**src/rtl/cpu_types_pkg.sv**
```systemverilog
// Shared CPU/memory types.
//   word_t      : 32-bit data/address word
//   ramstate_t  : RAM model handshake state (FREE/BUSY/ACCESS/ERROR)
//   arb_state_t : RAM arbiter FSM state (IDLE/GRANT)
package cpu_types_pkg;

    typedef logic [31:0] word_t;

    typedef enum logic [1:0] {
        FREE   = 2'd0,
        BUSY   = 2'd1,
        ACCESS = 2'd2,
        ERROR  = 2'd3
    } ramstate_t;

    typedef enum logic {
        IDLE  = 1'b0,
        GRANT = 1'b1
    } arb_state_t;

endpackage

```
**src/rtl/ram_arbiter_if.sv**
```systemverilog
// Bus between the requesters, the RAM arbiter and the RAM model.
//   req_ren/req_wen/req_lock/req_addr/req_store : requester -> arbiter
//   req_wait/req_load                           : arbiter -> requester
//   ramREN/ramWEN/ramaddr/ramstore              : arbiter -> RAM
//   ramload/ramstate                            : RAM -> arbiter
//   gnt_valid/gnt_id/ram_err                    : arbiter status
// Modports: slave = arbiter view, master = requesters + RAM view.
interface ram_arbiter_if
    import cpu_types_pkg::*;
#(
    parameter int NREQ = 4
);
    logic [NREQ-1:0]         req_ren;
    logic [NREQ-1:0]         req_wen;
    logic [NREQ-1:0]         req_lock;
    word_t [NREQ-1:0]        req_addr;
    word_t [NREQ-1:0]        req_store;
    logic [NREQ-1:0]         req_wait;
    word_t [NREQ-1:0]        req_load;
    logic                    ramREN;
    logic                    ramWEN;
    word_t                   ramaddr;
    word_t                   ramstore;
    word_t                   ramload;
    ramstate_t               ramstate;
    logic                    gnt_valid;
    logic [$clog2(NREQ)-1:0] gnt_id;
    logic                    ram_err;

    modport slave (
        input  req_ren, req_wen, req_lock, req_addr, req_store, ramload, ramstate,
        output req_wait, req_load, ramREN, ramWEN, ramaddr, ramstore,
               gnt_valid, gnt_id, ram_err
    );

    modport master (
        output req_ren, req_wen, req_lock, req_addr, req_store, ramload, ramstate,
        input  req_wait, req_load, ramREN, ramWEN, ramaddr, ramstore,
               gnt_valid, gnt_id, ram_err
    );
endinterface

```
**src/rtl/rr_picker.sv**
```systemverilog
// Rotating-priority encoder: returns the first set bit of req at or after
// index ptr, wrapping modulo NREQ.
//   req   : request vector
//   ptr   : highest-priority index this round
//   found : some request is set
//   idx   : chosen index (0 when nothing is found)
module rr_picker #(
    parameter int NREQ  = 4,
    parameter int IDX_W = $clog2(NREQ)
) (
    input  logic [NREQ-1:0]  req,
    input  logic [IDX_W-1:0] ptr,
    output logic             found,
    output logic [IDX_W-1:0] idx
);
    always_comb begin
        // NOTE: every always_comb output gets a default first so no path can infer a latch.
        found = 1'b0;
        idx   = '0;
        // Walk from the farthest offset down so the closest requester after ptr wins.
        for (int k = NREQ - 1; k >= 0; k--) begin
            if (req[(int'(ptr) + k) % NREQ]) begin
                found = 1'b1;
                idx   = IDX_W'((int'(ptr) + k) % NREQ);
            end
        end
    end
endmodule

```
**src/rtl/ram_arbiter.sv**
```systemverilog
// Round-robin arbiter sharing one RAM port between NREQ requesters.
// One grant is registered at a time and held until the RAM reports ACCESS;
// a grantee asserting req_lock keeps the port for up to MAXBURST accesses.
//   CLK  : clock, rising edge
//   nRST : asynchronous active-low reset
//   bus  : ram_arbiter_if.slave (requester side, RAM side, grant status)
module ram_arbiter
    import cpu_types_pkg::*;
#(
    parameter int NREQ     = 4,
    parameter int MAXBURST = 4
) (
    input  logic          CLK,
    input  logic          nRST,
    ram_arbiter_if.slave  bus
);
    localparam int IDX_W = $clog2(NREQ);
    localparam int CNT_W = $clog2(MAXBURST + 1);

    arb_state_t       state, state_d;
    logic [IDX_W-1:0] gnt_q, gnt_d;
    logic [IDX_W-1:0] rr_ptr, rr_ptr_d;
    logic [CNT_W-1:0] burst_cnt, burst_cnt_d;

    logic             pick_found;
    logic [IDX_W-1:0] pick_idx;
    logic             g_active;
    logic             g_lock;
    logic [IDX_W-1:0] gnt_next;

    rr_picker #(.NREQ(NREQ), .IDX_W(IDX_W)) u_picker (
        .req   (bus.req_ren | bus.req_wen),
        .ptr   (rr_ptr),
        .found (pick_found),
        .idx   (pick_idx)
    );

    assign g_active = bus.req_ren[gnt_q] | bus.req_wen[gnt_q];
    assign g_lock   = bus.req_lock[gnt_q];
    assign gnt_next = (gnt_q == IDX_W'(NREQ - 1)) ? '0 : gnt_q + IDX_W'(1);

    // State register.
    always_ff @(posedge CLK or negedge nRST) begin
        if (!nRST) begin
            state     <= IDLE;
            gnt_q     <= '0;
            rr_ptr    <= '0;
            burst_cnt <= '0;
        end else begin
            // NOTE: sequential state uses non-blocking assignments so all registers update together.
            state     <= state_d;
            gnt_q     <= gnt_d;
            rr_ptr    <= rr_ptr_d;
            burst_cnt <= burst_cnt_d;
        end
    end

    // Next-state logic.
    always_comb begin
        state_d     = state;
        gnt_d       = gnt_q;
        rr_ptr_d    = rr_ptr;
        burst_cnt_d = burst_cnt;
        case (state)
            IDLE: begin
                if (pick_found) begin
                    state_d     = GRANT;
                    gnt_d       = pick_idx;
                    burst_cnt_d = '0;
                end
            end
            GRANT: begin
                if (!g_active) begin
                    // Grantee withdrew before its access completed: give up the port.
                    state_d  = IDLE;
                    rr_ptr_d = gnt_next;
                end else if (bus.ramstate == ACCESS) begin
                    if (g_lock && (int'(burst_cnt) < MAXBURST - 1)) begin
                        burst_cnt_d = burst_cnt + CNT_W'(1);
                    end else begin
                        state_d  = IDLE;
                        rr_ptr_d = gnt_next;
                    end
                end
                // ERROR/BUSY/FREE: hold the grant and keep the enables asserted.
            end
        endcase
    end

    // Output logic: enables are combinational from the registered grant so an
    // async reset or a withdrawn request drops them within the same cycle.
    always_comb begin
        logic granted;
        logic completing;
        granted        = (state == GRANT);
        completing     = granted && (bus.ramstate == ACCESS);
        bus.gnt_valid  = granted;
        bus.gnt_id     = gnt_q;
        bus.ram_err    = granted && (bus.ramstate == ERROR);
        bus.ramWEN     = granted & bus.req_wen[gnt_q];
        bus.ramREN     = granted & bus.req_ren[gnt_q] & ~bus.req_wen[gnt_q];
        bus.ramaddr    = granted ? bus.req_addr[gnt_q]  : '0;
        bus.ramstore   = granted ? bus.req_store[gnt_q] : '0;
        bus.req_wait   = '0;
        bus.req_load   = '0;
        for (int i = 0; i < NREQ; i++) begin
            bus.req_wait[i] = (bus.req_ren[i] | bus.req_wen[i])
                              & ~(completing && (gnt_q == IDX_W'(i)));
            if (completing && (gnt_q == IDX_W'(i))) begin
                bus.req_load[i] = bus.ramload;
            end
        end
    end
endmodule

```
**src/flat_wrapper.sv**
```systemverilog
// flat-port wrapper written by rule: the top's interface ports become plain ports
module ram_arbiter_flat import cpu_types_pkg::*;
#(
    parameter int NREQ     = 4,
    parameter int MAXBURST = 4
)
  (CLK, nRST, bus_req_ren, bus_req_wen, bus_req_lock, bus_req_addr, bus_req_store, bus_ramload, bus_ramstate, bus_req_wait, bus_req_load, bus_ramREN, bus_ramWEN, bus_ramaddr, bus_ramstore, bus_gnt_valid, bus_gnt_id, bus_ram_err);
  ram_arbiter_if #(.NREQ(NREQ)) bus_i ();
  input  logic CLK;
  input  logic nRST;
  input wire logic [$bits(bus_i.req_ren)-1:0] bus_req_ren;
  input wire logic [$bits(bus_i.req_wen)-1:0] bus_req_wen;
  input wire logic [$bits(bus_i.req_lock)-1:0] bus_req_lock;
  input wire logic [$bits(bus_i.req_addr)-1:0] bus_req_addr;
  input wire logic [$bits(bus_i.req_store)-1:0] bus_req_store;
  input wire logic [$bits(bus_i.ramload)-1:0] bus_ramload;
  input wire logic [$bits(bus_i.ramstate)-1:0] bus_ramstate;
  output wire logic [$bits(bus_i.req_wait)-1:0] bus_req_wait;
  output wire logic [$bits(bus_i.req_load)-1:0] bus_req_load;
  output wire logic [$bits(bus_i.ramREN)-1:0] bus_ramREN;
  output wire logic [$bits(bus_i.ramWEN)-1:0] bus_ramWEN;
  output wire logic [$bits(bus_i.ramaddr)-1:0] bus_ramaddr;
  output wire logic [$bits(bus_i.ramstore)-1:0] bus_ramstore;
  output wire logic [$bits(bus_i.gnt_valid)-1:0] bus_gnt_valid;
  output wire logic [$bits(bus_i.gnt_id)-1:0] bus_gnt_id;
  output wire logic [$bits(bus_i.ram_err)-1:0] bus_ram_err;
  assign bus_i.req_ren = bus_req_ren;
  assign bus_i.req_wen = bus_req_wen;
  assign bus_i.req_lock = bus_req_lock;
  assign bus_i.req_addr = bus_req_addr;
  assign bus_i.req_store = bus_req_store;
  assign bus_i.ramload = bus_ramload;
  assign bus_i.ramstate = bus_ramstate;
  assign bus_req_wait = bus_i.req_wait;
  assign bus_req_load = bus_i.req_load;
  assign bus_ramREN = bus_i.ramREN;
  assign bus_ramWEN = bus_i.ramWEN;
  assign bus_ramaddr = bus_i.ramaddr;
  assign bus_ramstore = bus_i.ramstore;
  assign bus_gnt_valid = bus_i.gnt_valid;
  assign bus_gnt_id = bus_i.gnt_id;
  assign bus_ram_err = bus_i.ram_err;
  ram_arbiter #(.NREQ(NREQ), .MAXBURST(MAXBURST)) u_core (.CLK(CLK), .nRST(nRST), .bus(bus_i));
endmodule
```
**config.mk**
```make
export PLATFORM = sky130hd
export DESIGN_NAME = ram_arbiter_flat
export DESIGN_NICKNAME = d
export VERILOG_FILES = /design/src/rtl/cpu_types_pkg.sv /design/src/rtl/ram_arbiter_if.sv /design/src/rtl/rr_picker.sv /design/src/rtl/ram_arbiter.sv /design/src/flat_wrapper.sv
export SDC_FILE = /design/constraint.sdc
export NUM_CORES = 1
export LEC_CHECK = 0
export CORE_AREA = 2 2 195 197
export CTS_CLUSTER_DIAMETER = 30
export DETAILED_ROUTE_END_ITERATION = 10
export DIE_AREA = 0 0 197 199
export PLACE_DENSITY = 0.43
export SETUP_SLACK_MARGIN = 0.3
export SYNTH_ARGS = -nofsm -noshare
export SYNTH_HDL_FRONTEND = slang
export SYNTH_SLANG_ARGS = --single-unit
```
**constraint.sdc**
```tcl
create_clock -name CLK -period 3.85 [get_ports CLK]
set_input_delay 0.5775 -clock CLK [delete_from_list [all_inputs] [get_ports CLK]]
set_output_delay 0.5775 -clock CLK [all_outputs]
set_load 0.005 [all_outputs]
```
[Word-level counts from Yosys, hierarchy flattened]
Cells that the tools add are included.
Storage, ports and cells
  register bits after elaboration: 8
  output and inout port bits: 202
Operators by class
  order comparisons: 6
  bitwise logic cells: 22
  reductions and logical operators: 14
  add/sub/neg operators: 5
  muxes and demuxes: 49
  equality and inequality tests: 11
Operator list (count)
  2-to-1 mux 32 bit: 8
  binary-select mux 32 bit (select 2 bit): 2
  2-to-1 mux 1 bit: 18
  2-to-1 mux 2 bit: 8
  binary-select mux 1 bit (select 2 bit): 7
  less-than comparator 3 x 4 -> 1 bit, second input constant: 3
  2-to-1 mux 3 bit: 4
  != test 2 bit, second input constant: 5
  equality test 2 bit, second input constant: 4
  bitwise AND 1 bit: 7
  logical AND 1 bit: 7
  less-than comparator 2 x 3 -> 1 bit, second input constant: 2
  NOT 1 bit: 6
  case mux 3 bit (2 select lines): 1
  OR reduction 2 bit: 3
  bitwise OR 1 bit: 5
  adder 2 x 1 -> 2 bit, second input constant: 2
  adder 2 bit, second input constant: 2
  bitwise OR 4 bit: 1
  AND reduction 4 bit: 1
  adder 3 x 1 -> 3 bit, second input constant: 1
  bitwise AND 1 bit, first input constant: 3
  less-than comparator 3 x 2 -> 1 bit, second input constant: 1
  AND reduction 3 bit: 1
  5 further kinds: 5

[Longest topological paths before layout]
  depth in word-level cells: 12
  gate-level depth with buffers: 7
  mapped depth without buffers: 4

[Modules after synthesis]
Synthesis repeated with hierarchy kept, for this count alone.
Unflattened totals
  cells, all modules: 370
  area total of the unflattened synthesis: 3504.6 µm²
Modules (own cells, without submodules)
  ram_arbiter: cells an instance 357, area an instance 3427.0 µm², times used 1
  rr_picker: cells an instance 13, area an instance 77.6 µm², times used 1

[Least setup slack after synthesis]
OpenSTA, ideal clock, no wires.
  path kind: reg2out
  from: register u_core.gnt_q[0], in the netlist u_core.bus.gnt_id[0]
  to: output bus_ramaddr[24]
  stages on the path, launching flop included: 6
  data required time: 3.273 ns
  arrival time: 1.715 ns
  path slack: 1.557 ns
  buffers on the path: 3
  path through: dfrtp_1 > buf_2 > buf_4 > buf_2 > mux4_2 > and2_1
Between the ends
  cells in the longest elaborated chain, start to end: 3
Ends and longest elaborated chain
  start: declaration: RTL line ram_arbiter.sv:21  | logic [IDX_W-1:0] gnt_q, gnt_d;
  start signal: assignment: RTL line ram_arbiter.sv:52  | gnt_q <= gnt_d;
  binary-select mux 32 bit (select 2 bit): RTL line ram_arbiter.sv:102  | bus.ramaddr = granted ? bus.req_addr[gnt_q] : '0;
  2-to-1 mux 32 bit (not written as such): RTL line ram_arbiter.sv:102
  2-to-1 mux 32 bit: RTL line ram_arbiter.sv:102
  end: declaration: RTL line flat_wrapper.sv:22  | output wire logic [$bits(bus_i.ramaddr)-1:0] bus_ramaddr;
Every way passes these cells. The select of a mux whose other input is x is not followed.

[Worst setup path in the final report]
  from: input bus_ramstate[1]
  to: output bus_req_load[51]
Between the ends
  cells in the longest elaborated chain, start to end: 4
Ends and longest elaborated chain
  start: declaration: RTL line flat_wrapper.sv:17  | input wire logic [$bits(bus_i.ramstate)-1:0] bus_ramstate;
  equality test 2 bit: RTL line ram_arbiter.sv:96  | completing = granted && (bus.ramstate == ACCESS);
  logical AND 1 bit: RTL line ram_arbiter.sv:96
  logical AND 1 bit: RTL line ram_arbiter.sv:109  | if (completing && (gnt_q == IDX_W'(i))) begin
  2-to-1 mux 32 bit: RTL line ram_arbiter.sv:109
  end: declaration: RTL line flat_wrapper.sv:19  | output wire logic [$bits(bus_i.req_load)-1:0] bus_req_load;
Every way passes these cells.

==> impl_results.md <==
- Synth area leaders: mux4_2 43%, and3_1 23%, and2_1 12%, dfrtp_1 5.8%, clkbuf_1 3.9%
- Tcrit/Tclk final: approximately 81%
- Worst Min Path Start: u_core.burst_cnt[2]
- Post-Syn Instances: around 370
- Final net count: 1,149
- Detail Placement HPWL: 20.8 mm
- Share of cells above drive strength 1: a little over a tenth
- Vias in the first global route: 4,990
- Distinct cell type count after synthesis: 31
- Via count: 5,038
- Total congestion overflow: 0
- Fin. max-slew vios: 0
- Outcome: completed
- Drt total wl: 24.8 mm
- Complex-gate fraction of the synthesized area: between 3 and 4%
- Yosys top cell area share: 43.4%
- Buffers on Ports: 505
- Max Cap Viol: 0
- Synth Cell Area: 3480 um2
- Storage cell area: 209 um2
- Crit path kind: input port to output pin
- Fill count: about 4,000
- Final setup fails: 0
- Crit Path Max Fanout: 131
- Placer congestion estimate: 0.742
- Cells on Worst Hold Path: 1
- Setup TNS: 0 ns
- P_leak: 0.00359 uW
- FF-to-FF End: u_core.rr_ptr[1]
- Achievable frequency: between 300 and 400 MHz
- Initial drt markers: 199
- Fin Hold WS: 0.505 ns
- Largest net degree at the start of global routing: approximately 130
- Syn_area_per_cell: around 9.5 um2
- Crit path DAT: 2.55 ns
- Reg-to-reg slack, setup: 1.69 ns
- CTS Hold Buffers Added: 0
- Core box area: 37,100 um2
- Vias/cell: 3.83
- Clock Tree Root: clkbuf_16
- Register-to-Register Path Depth: 5
- Post-Synth XOR/XNOR Area: 0%
- Die H: 199 um
- Synth Flop Type: dfrtp_1
- Worst Max-Slew Pin Slew: 0.654 ns
- ANT nets after route: 0
- Post-synth EDFFs: 0
- CTS resizes: 0
- Crit path capture type: output pin
- Most frequent cell after synthesis: and3_1
- CTS tree: done
- Worst vdd ir: about 210 uV
- Worst Skew: 0.00320 ns
- CTS Buffer Depth: 2
- Tmin final: 3.12 ns
- CP required: roughly 3.3 ns
- Area of the multi-input gates: 3050 um2
- First-pass GRT wire length: 33.1 mm
- Avg WL per Cell: 18.8 um
- Hold EP: u_core.burst_cnt[2]
- Global-route total usage across every layer: 11.2%
- YS warnings: 0
- Final Hold Fails: 0
- Slew HR: 56.4%
- Clk slew on worst S/H paths: 0.04 ns
- RSZ-0062 raised after global routing: no
- Width of the die: roughly 200 um
- Area grow syn2layout: 163%
- TritonCTS Buffers: 3
- Post-synthesis mux area share: approximately 45%
- Ys async rst share: 100%
- Top cells by count, synth: 129 x and3_1, 67 x mux4_2, 65 x and2_1
- Total power: 3880 uW
- Combinational family with the most area after synthesis: multiplexers
- Drt first pass iters: 4
- Sequential area share after synthesis: ~5.8%
- PD cells: 425 nW/um2
- Clk_lat worst skew: 0.23 ns
- Reg2reg start: u_core.bus.gnt_id[0]
- Post-route DRC: 0
- Antenna violations before repair: 1
- H-tree depth: 1
- Clock tree sinks: 8
- Critical Path Start Type: input port
- Worst Hold Class: register to register
- Row Count: between 70 and 80
- Postcts setup bufs: 0
- Io pins: 506
- Synth Register Bits: 8
- Post-synth top area cell: mux4_2
- Initial Util: approximately a tenth
- Die area: 39,200 um2
- Synthesized Nets: 676
- Post-synthesis simple-gate area fraction: 37.7%
- Synth Area in Adders: 1.80%
-- report_power, final --
group | leakage (uW) | switching (uW) | internal, uW
Sequential | 0.0000961 | 93.1 | 127
Clock | 0.0000382 | 42.6 | 138
Combinational | 0.00345 | 1380 | 2100
-- routing by layer --
metal | up-vias | track usage, % | routed length (um)
met2 | 299 | 20.6 | 12600
met1 | 2359 | 13.5 | 9800
met4 | 0 | 1.62 | 212
li1 | 2370 | - | -
met5 | - | 0 | 0
met3 | 10 | 2.70 | 2150
-- registers in the layout, indices dropped and copies added, names as in the netlist --
| signal | cells |
|---|---|
| u_core.burst_cnt | 3 |
| u_core.bus.gnt_id | 2 |
| u_core.bus.gnt_valid | 1 |
| u_core.rr_ptr | 2 |
-- kinds of logic (layout without fill, tap and decap cells) --
family / Yosys count / in the layout
simple gates: 211 / 211
mux: 71 / 71
buf+inv: 53 / 525
compound gates: 19 / 19
flops: 8 / 8
fa+ha+maj: 5 / 5
other cells: 0 / 1
-- metrics by stage --
stage | std cells | area [um2] | setup WS, ns | util, %
final | 1314 | 9140 | 0.726 | 24.6
after global routing | 1314 | 9140 | 0.620 | 24.6
after CTS | 1313 | 9140 | 0.716 | 24.6
after detailed placement | 1309 | 9060 | 0.716 | 24.4
after global placement | 1309 | 9060 | 0.723 | 24.4
after floorplan | 367 | 3480 | 1.56 | -
-- how the worst max path moves through the flow --
| stage | from | endpoint |
|---|---|---|
| after floorplan | u_core.bus.gnt_id[0] | bus_ramaddr[24] |
| after global placement | bus_ramstate[1] | bus_req_load[3] |
| after detailed placement | bus_ramstate[1] | bus_req_load[3] |
| after CTS | bus_ramstate[1] | bus_req_load[3] |
| after global routing | bus_ramstate[1] | bus_req_load[61] |
| final | bus_ramstate[1] | bus_req_load[51] |
-- worst max-delay path, stage by stage --
cell             delay (ns)
clkdlybuf4s50_1        0.51
nand2_1                0.12
nor2_4                 0.17
buf_12                 0.34
and3_1                 0.22
clkdlybuf4s50_1        0.51
-- layout make-up --
class                           count  area share [%]
Timing Repair Buffer              517            56.8
Multi-Input combinational cell    306            33.4
Tap cell                          474            6.49
Sequential cell                     8            2.29
Clock buffer                        4           0.862
Inverter                            4           0.164
Antenna cell                        1          0.0274
-- placed cells by master (no fill, tap or decap), drive strengths merged, types with 2 or more instances in the layout --
| cell | count |
|---|---|
| and2 | 65 |
| nor2 | 7 |
| and3 | 129 |
| a22o | 2 |
| dfrtp | 8 |
| nand2 | 4 |
| o21ai | 3 |
| mux2 | 2 |
| ha | 5 |
| nor3 | 2 |
| mux4 | 67 |
| a21oi | 7 |
| clkbuf | 4 |
| buf | 12 |
| inv | 4 |
| clkdlybuf4s50 | 505 |
| mux2i | 2 |
Note: power is estimated with default switching activity, not from simulation.
